--- src/rtl/alu_seq_pkg.sv ---
// Shared opcodes and controller state encoding for the sequential ALU/register-file block.
package alu_seq_pkg;

    localparam logic [2:0] OP_INC   = 3'b000;
    localparam logic [2:0] OP_ADD   = 3'b001;
    localparam logic [2:0] OP_SUB   = 3'b010;
    localparam logic [2:0] OP_ORXOR = 3'b011;
    localparam logic [2:0] OP_ANY   = 3'b100;
    localparam logic [2:0] OP_SHL   = 3'b101;
    localparam logic [2:0] OP_SHR   = 3'b110;
    localparam logic [2:0] OP_MUL   = 3'b111;

    typedef enum logic {
        S_IDLE,
        S_MUL
    } state_t;

endpackage

--- src/rtl/alu_seq_mul_unit.sv ---
// Shift-add multiplier: WIDTH iterations after load; done flags the final iteration
// cycle and product presents the completed value that lands on that same edge.
module seq_mul_unit #(
    parameter int WIDTH = 4
) (
    input  logic                 clock,
    input  logic                 reset,
    input  logic                 load,
    input  logic [WIDTH-1:0]     a,
    input  logic [WIDTH-1:0]     b,
    output logic                 busy,
    output logic                 done,
    output logic [2*WIDTH-1:0]   product
);

    localparam int PW = 2 * WIDTH;
    localparam int CW = $clog2(WIDTH + 1);

    logic [PW-1:0]    mcand_q, mcand_d;
    logic [WIDTH-1:0] mplier_q, mplier_d;
    logic [PW-1:0]    prod_q, prod_d;
    logic [CW-1:0]    cnt_q, cnt_d;
    logic             busy_q, busy_d;
    logic             last_iter;

    assign last_iter = busy_q && (cnt_q == CW'(WIDTH - 1));

    always_comb begin
        mcand_d  = mcand_q;
        mplier_d = mplier_q;
        prod_d   = prod_q;
        cnt_d    = cnt_q;
        busy_d   = busy_q;
        if (load) begin
            mcand_d  = PW'(b);
            mplier_d = a;
            prod_d   = '0;
            cnt_d    = '0;
            busy_d   = 1'b1;
        end else if (busy_q) begin
            // Multiplier is consumed LSB first while the multiplicand walks left.
            if (mplier_q[0]) begin
                prod_d = prod_q + mcand_q;
            end
            mcand_d  = mcand_q << 1;
            mplier_d = mplier_q >> 1;
            cnt_d    = cnt_q + 1'b1;
            if (last_iter) begin
                busy_d = 1'b0;
            end
        end
    end

    always_ff @(posedge clock) begin
        if (reset) begin
            mcand_q  <= '0;
            mplier_q <= '0;
            prod_q   <= '0;
            cnt_q    <= '0;
            busy_q   <= 1'b0;
        end else begin
            mcand_q  <= mcand_d;
            mplier_q <= mplier_d;
            prod_q   <= prod_d;
            cnt_q    <= cnt_d;
            busy_q   <= busy_d;
        end
    end

    assign busy    = busy_q;
    assign done    = last_iter;
    assign product = prod_d;

endmodule

--- src/rtl/alu_seq_regfile.sv ---
// ALU with NREGS result registers: single-cycle ops write on the accepting edge,
// multiply runs WIDTH cycles; start is dropped (not queued) while busy.
module alu_seq_regfile
    import alu_seq_pkg::*;
#(
    parameter  int WIDTH = 4,
    parameter  int NREGS = 4,
    localparam int RW    = $clog2(NREGS)
) (
    input  logic                 clock,
    input  logic                 reset,
    input  logic                 start,
    input  logic [2:0]           func,
    input  logic [WIDTH-1:0]     a,
    input  logic [RW-1:0]        rs,
    input  logic [RW-1:0]        rd,
    input  logic [RW-1:0]        view_sel,
    output logic [2*WIDTH-1:0]   view_data,
    output logic [2*WIDTH-1:0]   result,
    output logic                 busy,
    output logic                 done
);

    localparam int PW = 2 * WIDTH;

    logic [PW-1:0]    regs_q [NREGS];
    logic [PW-1:0]    regs_d [NREGS];
    state_t           state_q, state_d;
    logic [PW-1:0]    result_q, result_d;
    logic             done_q, done_d;
    logic [RW-1:0]    rd_q, rd_d;

    logic [WIDTH-1:0] b_op;
    logic [PW-1:0]    a_ext, b_ext, alu_val;
    logic             mul_load, mul_busy, mul_done;
    logic [PW-1:0]    mul_prod;
    logic             wr_en;
    logic [RW-1:0]    wr_idx;
    logic [PW-1:0]    wr_val;

    assign b_op  = regs_q[rs][WIDTH-1:0];
    assign a_ext = PW'(a);
    assign b_ext = PW'(b_op);

    always_comb begin
        alu_val = '0;
        case (func)
            OP_INC:   alu_val = a_ext + 1'b1;
            OP_ADD:   alu_val = a_ext + b_ext;
            OP_SUB:   alu_val = a_ext - b_ext;
            OP_ORXOR: alu_val = {a | b_op, a ^ b_op};
            OP_ANY:   alu_val = PW'((a | b_op) != '0);
            OP_SHL:   alu_val = (int'(a) >= PW) ? '0 : (b_ext << a);
            OP_SHR:   alu_val = b_ext >> a;
            default:  alu_val = '0;
        endcase
    end

    seq_mul_unit #(
        .WIDTH (WIDTH)
    ) u_mul (
        .clock   (clock),
        .reset   (reset),
        .load    (mul_load),
        .a       (a),
        .b       (b_op),
        .busy    (mul_busy),
        .done    (mul_done),
        .product (mul_prod)
    );

    always_comb begin
        state_d  = state_q;
        done_d   = 1'b0;
        rd_d     = rd_q;
        mul_load = 1'b0;
        wr_en    = 1'b0;
        wr_idx   = rd;
        wr_val   = alu_val;
        case (state_q)
            S_IDLE: begin
                if (start) begin
                    if (func != OP_MUL) begin
                        wr_en  = 1'b1;
                        done_d = 1'b1;
                    end else begin
                        mul_load = 1'b1;
                        rd_d     = rd;
                        state_d  = S_MUL;
                    end
                end
            end
            S_MUL: begin
                if (mul_done) begin
                    wr_en   = 1'b1;
                    wr_idx  = rd_q;
                    wr_val  = mul_prod;
                    done_d  = 1'b1;
                    state_d = S_IDLE;
                end
            end
            default: state_d = S_IDLE;
        endcase

        regs_d   = regs_q;
        result_d = result_q;
        if (wr_en) begin
            regs_d[wr_idx] = wr_val;
            result_d       = wr_val;
        end
    end

    always_ff @(posedge clock) begin
        if (reset) begin
            state_q  <= S_IDLE;
            result_q <= '0;
            done_q   <= 1'b0;
            rd_q     <= '0;
            for (int i = 0; i < NREGS; i++) begin
                regs_q[i] <= '0;
            end
        end else begin
            state_q  <= state_d;
            result_q <= result_d;
            done_q   <= done_d;
            rd_q     <= rd_d;
            regs_q   <= regs_d;
        end
    end

    assign view_data = regs_q[view_sel];
    assign result    = result_q;
    assign busy      = mul_busy;
    assign done      = done_q;

endmodule

--- config.mk ---
export PLATFORM = sky130hd
export DESIGN_NAME = alu_seq_regfile
export DESIGN_NICKNAME = d
export VERILOG_FILES = /design/src/rtl/alu_seq_pkg.sv /design/src/rtl/alu_seq_mul_unit.sv /design/src/rtl/alu_seq_regfile.sv
export SDC_FILE = /design/constraint.sdc
export NUM_CORES = 1
export LEC_CHECK = 0
export ABC_AREA = 1
export BUFFER_PORTS_ARGS = -buffer_cell sky130_fd_sc_hd__clkbuf_2
export CAP_MARGIN = 20
export CORE_ASPECT_RATIO = 0.6
export CORE_MARGIN = 5
export CORE_UTILIZATION = 45
export CTS_CLUSTER_DIAMETER = 40
export DETAILED_ROUTE_END_ITERATION = 12
export GPL_ROUTABILITY_DRIVEN = 0
export PLACE_DENSITY = 0.7
export SKIP_CTS_REPAIR_TIMING = 1
export SLEW_MARGIN = 20
export SYNTH_ARGS = -nofsm -noshare
export SYNTH_HDL_FRONTEND = slang
export SYNTH_SLANG_ARGS = --single-unit
--- constraint.sdc ---
create_clock -name clock -period 5.7 [get_ports clock]
set_input_delay 1.71 -clock clock [delete_from_list [all_inputs] [get_ports clock]]
set_output_delay 1.71 -clock clock [all_outputs]
set_load 0.02 [all_outputs]
==> results.cfg, run 1 <==
[status]
status = complete, no violations

[synthesis]
ys.flop_type = dfxtp_1
syn_area_mm2 = 0.00445
syn-num-nets = 710
synthTopCellsByArea = dfxtp_1, nand2_1, nand3_1, inv_1, ha_1
yosys_warnings = 0
synth_top_area_share_pct = 30.6
ys_seq_area_share_pct = 30.6
synth_cells = 669
synth_edf_count = 0
synth_seq_cells = 68
synthArstFlopShare_pct = 0
yosysUniqueCellTypes = 39
synth_top_cell_by_area = dfxtp_1
syn_area_per_cell_um2 = 6.65

[global_route]
grt_pass1_vias = 4224
antenna_found_initial = 0
grt_overflow = 0
grt_max_degree = 47
grt_usage_pct = 20.8
grt_first_pass_wirelength_mm = 20.4

[sta]
slew_headroom_pct = 55.4
finalSetupViolCount = 0
fmax_mhz = 218
skew_ns = 0.00821
fin_setup_tns_ns = 0
worstMarginPinSlew_ns = 0.669
hold_viol = 0
slew_violations = 0
layout_min_cycle_time_ns = 4.59
rsz0062_at_grt = false
timing.final.crit_share_pct = 80.5

[floorplan]
design.core.area_mm2 = 0.00974
die_w_um = 138
rows = 28
start_util_pct = 45.7
die-area_mm2 = 0.0120
chipHeight_um = 87
ioPinCount = 34

[worst_setup_path]
path_depth = 5
crit_chain = clkbuf_2 > inv_1 > o21ai_0 > o22ai_1 > clkbuf_2
critPathArrivalTime_ns = 2.88
cp_max_fo = 17
required_ns = 3.99
slowest_stage = inv_1
r2r-end = result[2]
cp_top_family = buffers and inverters
path_buf_inv = 3
end_kind = primary output
r2r_start = regs_q[24]
r2r_cells = 16
rrSetupSlack_ns = 2.89
startpoint_type = input pin
critical_path_class = in -> out
max_stage_delay_ns = 0.42
cpMostUsedCell = clkbuf_2

[clock_network]
htree_levels = 3
cts-buffers-inserted = 9
clkTransAtPathRegs_ns = 0.06
root_buffer = clkbuf_16
cts_tree = built
cts_sinks = 68
clkLatencyLatePin_ns = 0.33
clock_path_buffers = 2

[power_and_ir_drop]
p_leak_nw = 2.52
power.density_mw_per_mm2 = 253
ir_drop_mv = 0.205

[finish]
n_antenna_cell = 0
nets = 735
drive_gt1_share_pct = 9.31
area_growth_pct = 11.8
fin_cells = 833

[worst_hold_path]
hp-start = u_mul.cnt_q[2]
hp-class = reg -> reg
hold_end = u_mul.cnt_q[2]
hold_depth = 2

[detailed_routing]
dr.first_iter.drc_count = 524
wl_per_cell_um = 15.0
drtAntennaViolNets = 0
vias = 4579
via_per_inst = 5.50
drt-total-wl_mm = 12.5
route.detailed.drc = 0
dr.pass1.iters = 6

[placed_design]
portBuffers = 33
placed_cells = 818
dp_hpwl_mm = 9.25

[run]
maxCapViolCount = 0
==> metrics by stage <==
| stage | hold WS [ns] | power [mW] | cell area (um2) | utilization, % | worst slack (ns) |
|---|---|---|---|---|---|
| global route | 0.482 | 1.31 | 4970 | 51.0 | 0.964 |
| detailed placement | 0.452 | 0.717 | 4680 | 48.0 | 1.15 |
| finish | 0.459 | 1.26 | 4970 | 51.0 | 1.11 |
| global placement | 0.448 | 0.710 | 4680 | 48.0 | 1.25 |
| CTS | 0.461 | 1.26 | 4970 | 51.0 | 1.14 |
| floorplan | 0.441 | 0.657 | 4450 | - | 1.45 |
==> where the power goes <==
| group | switching (mW) | internal, mW |
|---|---|---|
| Clock | 0.200 | 0.345 |
| Combinational | 0.136 | 0.0645 |
| Sequential | 0.0155 | 0.495 |
| Total | 0.352 | 0.905 |
==> synthesized netlist by cell type (4+ instances only) <==
| library cell | instances |
|---|---|
| buf_6 | 4 |
| nor2_1 | 57 |
| buf_2 | 4 |
| nand3_1 | 84 |
| nand2_1 | 159 |
| clkbuf_1 | 12 |
| a21oi_1 | 24 |
| o211ai_1 | 5 |
| nand4_1 | 12 |
| o21ai_0 | 42 |
| o22ai_1 | 10 |
| a31oi_1 | 4 |
| ha_1 | 22 |
| xnor2_1 | 4 |
| inv_1 | 92 |
| o21a_1 | 32 |
| dfxtp_1 | 68 |
==> layout by cell type (no fill, tap or decap), types with 2 or more instances in the layout <==
master and instances:
nand2_1 159, inv_1 92, nand3_1 84, dfxtp_1 68, nor2_1 57, o21ai_0 42, clkbuf_2 33, o21a_1 32
a21oi_1 24, ha_1 22, nand4_1 12, o22ai_1 10, clkbuf_16 9, o211ai_1 5, a31oi_1 4, xnor2_1 4
inv_2 3, nor3_1 3, or2_2 3, fa_1 3, clkinv_2 3, clkinv_1 2, nor2_8 2, o2111ai_1 2
nor2_4 2, buf_4 2
==> kinds of logic after synthesis <==
family	synth area share, %
AO/OA/AOI/OAI	17.4
adder cells (fa/ha/maj)	7.54
buffers and inverters	11.0
flip-flops	30.6
XOR/XNOR	0.788
AND/OR/NAND/NOR	32.6
==> routing by layer <==
layer | vias to the layer above | track usage (%) | part of all wire (%)
li1 | 2245 | - | -
met2 | 205 | 32.5 | 42
met3 | 25 | 4.17 | 9.2
met5 | - | 0 | 0
met1 | 2104 | 28.8 | 47
met4 | 0 | 7.17 | 1.8
==> tightest hold or removal path, delay by kind of cell, from the launching register on <==
kind	cells	cell delay, ns
flops	1	0.31
simple gates	1	0.06
compound gates	1	0.05
==> cell type report <==
class	count	area, um2
multi-input combinational	482	2590
inverter	98	373
fill	963	4770
sequential	68	1360
timing repair buffer	35	180
clock buffer	10	239
tap	135	169
clock inverter	5	52.6
==> how the worst max path moves through the flow <==
stage           startpoint            to  slack [ns]
4_1_cts        view_sel[0]  view_data[6]        1.14
2_1_floorplan  view_sel[0]  view_data[5]        1.45
5_1_grt        view_sel[0]  view_data[1]        0.96
6_report       view_sel[0]  view_data[1]        1.11
3_5_place_dp   view_sel[0]  view_data[6]        1.15
3_3_place_gp   view_sel[0]  view_data[7]        1.25
==> registers in the layout (all words and copies together) (netlist names), 2 cells and up <==
register and cells:
u_mul.cnt_q 3, result 8, u_mul.mcand_q 8, u_mul.mplier_q 4, rd_q 2, regs_q 32, u_mul.prod_q 8
Note: power is estimated with default switching activity, not from simulation.
==> run 2: changes to the inputs <==
Settings changed: PLACE_DENSITY 0.7 to 0.72.
Clock period 5.7 ns to 3.9 ns, I/O delays scaled along.
==> results.cfg, run 2 (synthesis results as in run 1) <==
[finish]
top_register = regs_q
fillers = 981
final_cell_area_mm2 = 0.00498
fin_cells = 834
n_antenna_cell = 0
final_common_cell = nand2_1
largest_register_ffs = 32
drive_gt1_share_pct = 9.30
area_growth_pct = 12.1
final_cell_mix = nand2_1, inv_1, nand3_1, dfxtp_1, nor2_1
nets = 737

[clock_network]
cts_sinks = 68
clock_path_buffers = 2
clkTransAtPathRegs_ns = 0.06
root_buffer = clkbuf_16
clkLatencyLatePin_ns = 0.33
cts_tree = built
cts-buffers-inserted = 9
htree_levels = 3

[power_and_ir_drop]
intPower_mw = 1.34
power.density_mw_per_mm2 = 372
p_clk_share_pct = 43.9
sw_frac_of_total_pct = 27.7
switching_power_mw = 0.514
ir_drop_mv = 0.230
p_leak_nw = 2.53
seqPwrFrac_pct = 40.2
power_frac_comb_pct = 15.9

[detailed_routing]
wl_per_cell_um = 14.9
drt-total-wl_mm = 12.4
vias = 4536
drtAntennaViolNets = 0
via_per_inst = 5.44
route.detailed.drc = 0
dr.first_iter.drc_count = 448
dr.pass1.iters = 5

[sta]
worstMarginPinSlew_ns = 0.636
skew_ns = 0.00716
finalSetupViolCount = 0
slew_violations = 0
timing.final.crit_share_pct = 87.5
fin_ws_ns = 0.489
fmax_mhz = 293
fin_setup_tns_ns = 0
rsz0062_at_grt = false
timing.hold.ws_ns = 0.472
layout_min_cycle_time_ns = 3.41
hold_viol = 0
slew_headroom_pct = 57.5

[worst_hold_path]
hold_end = u_mul.cnt_q[1]
hold_depth = 2
hp-start = u_mul.cnt_q[1]
hp-class = reg -> reg

[floorplan]
rows = 28
die_w_um = 138
ioPinCount = 34
die-area_mm2 = 0.0120
start_util_pct = 45.7
chipHeight_um = 87
design.core.area_mm2 = 0.00974

[global_route]
grt_max_degree = 34
grt_first_pass_wirelength_mm = 20.3
grt_usage_pct = 20.7
antenna_found_initial = 0
grt_overflow = 0
grt_pass1_vias = 4137

[worst_setup_path]
end_kind = register
critPathArrivalTime_ns = 3.64
r2r_cells = 16
required_ns = 4.13
r2r-end = regs_q[2]
critical_path_class = in -> reg
rrSetupSlack_ns = 1.22
r2r_start = regs_q[8]
cp_max_fo = 9
startpoint_type = input pin

[run]
maxCapViolCount = 0

[placed_design]
placed_area_mm2 = 0.00469
dp_slack_ns = 0.261
placed_cells = 820
dp_hpwl_mm = 9.32
portBuffers = 33

[status]
status = complete, no violations
==> run 2: changes by cell type in the layout (fill, tap and decap cells not counted), sizes merged <==
cell and delta:
clkinvlp -1, clkbuf +2, clkinv -2, buf +2
==> run 2: critical path: stages <==
cell and delay (ns):
clkbuf_2 0.15, inv_2 0.14, nand2_1 0.07, nand3_1 0.08, nand2_1 0.11, inv_1 0.14
ha_1 0.20, inv_1 0.10, fa_1 0.42, or2_2 0.31, nand3_1 0.07, o21ai_0 0.07
nor2_1 0.14, nand3_1 0.09, nand2_1 0.15, nand3_1 0.10, nand2_1 0.08, inv_1 0.04
==> run 2: per-stage QoR <==
| step | util, % | total power [mW] |
|---|---|---|
| 3_3_place_gp | 48.2 | 1.04 |
| 3_5_place_dp | 48.2 | 1.05 |
| 6_report | 51.2 | 1.85 |
| 4_1_cts | 51.2 | 1.86 |
| 5_1_grt | 51.2 | 1.93 |
| 2_1_floorplan | - | 0.960 |
==> run 2: how the worst max path moves through the flow <==
stage                start      endpoint  slack [ns]
2_1_floorplan        rs[0]     result[2]        0.59
3_3_place_gp         rs[0]     regs_q[2]        0.41
3_5_place_dp         rs[0]     regs_q[2]        0.26
4_1_cts        view_sel[0]  view_data[2]        0.55
5_1_grt              rs[0]     result[2]        0.33
6_report             rs[0]     regs_q[2]        0.49
==> run 2: area by class of cell <==
class / count / area [um2] / area share [%]
clock buffer: 12 / 256 / 5.15
inverter: 98 / 373 / 7.48
sequential: 68 / 1360 / 27.3
clock inverter: 2 / 35.0 / 0.703
tap: 135 / 169 / 3.39
timing repair buffer: 37 / 195 / 3.92
multi-input combinational: 482 / 2590 / 52.1
==> run 2: routing by layer <==
layer	part of all wire [%]	GRT usage (%)
met5	0	0
met4	1.1	5.38
met3	10	5.65
met2	41	30.7
met1	48	29.8
==> run 2: power by group through the flow <==
stage               clock [mW]  sequential [mW]  combinational (mW)
finish                   0.814            0.746               0.294
global route             0.855            0.748               0.328
CTS                      0.824            0.745               0.289
detailed placement           0            0.760               0.287
global placement             0            0.759               0.281
floorplan                    0            0.761               0.199
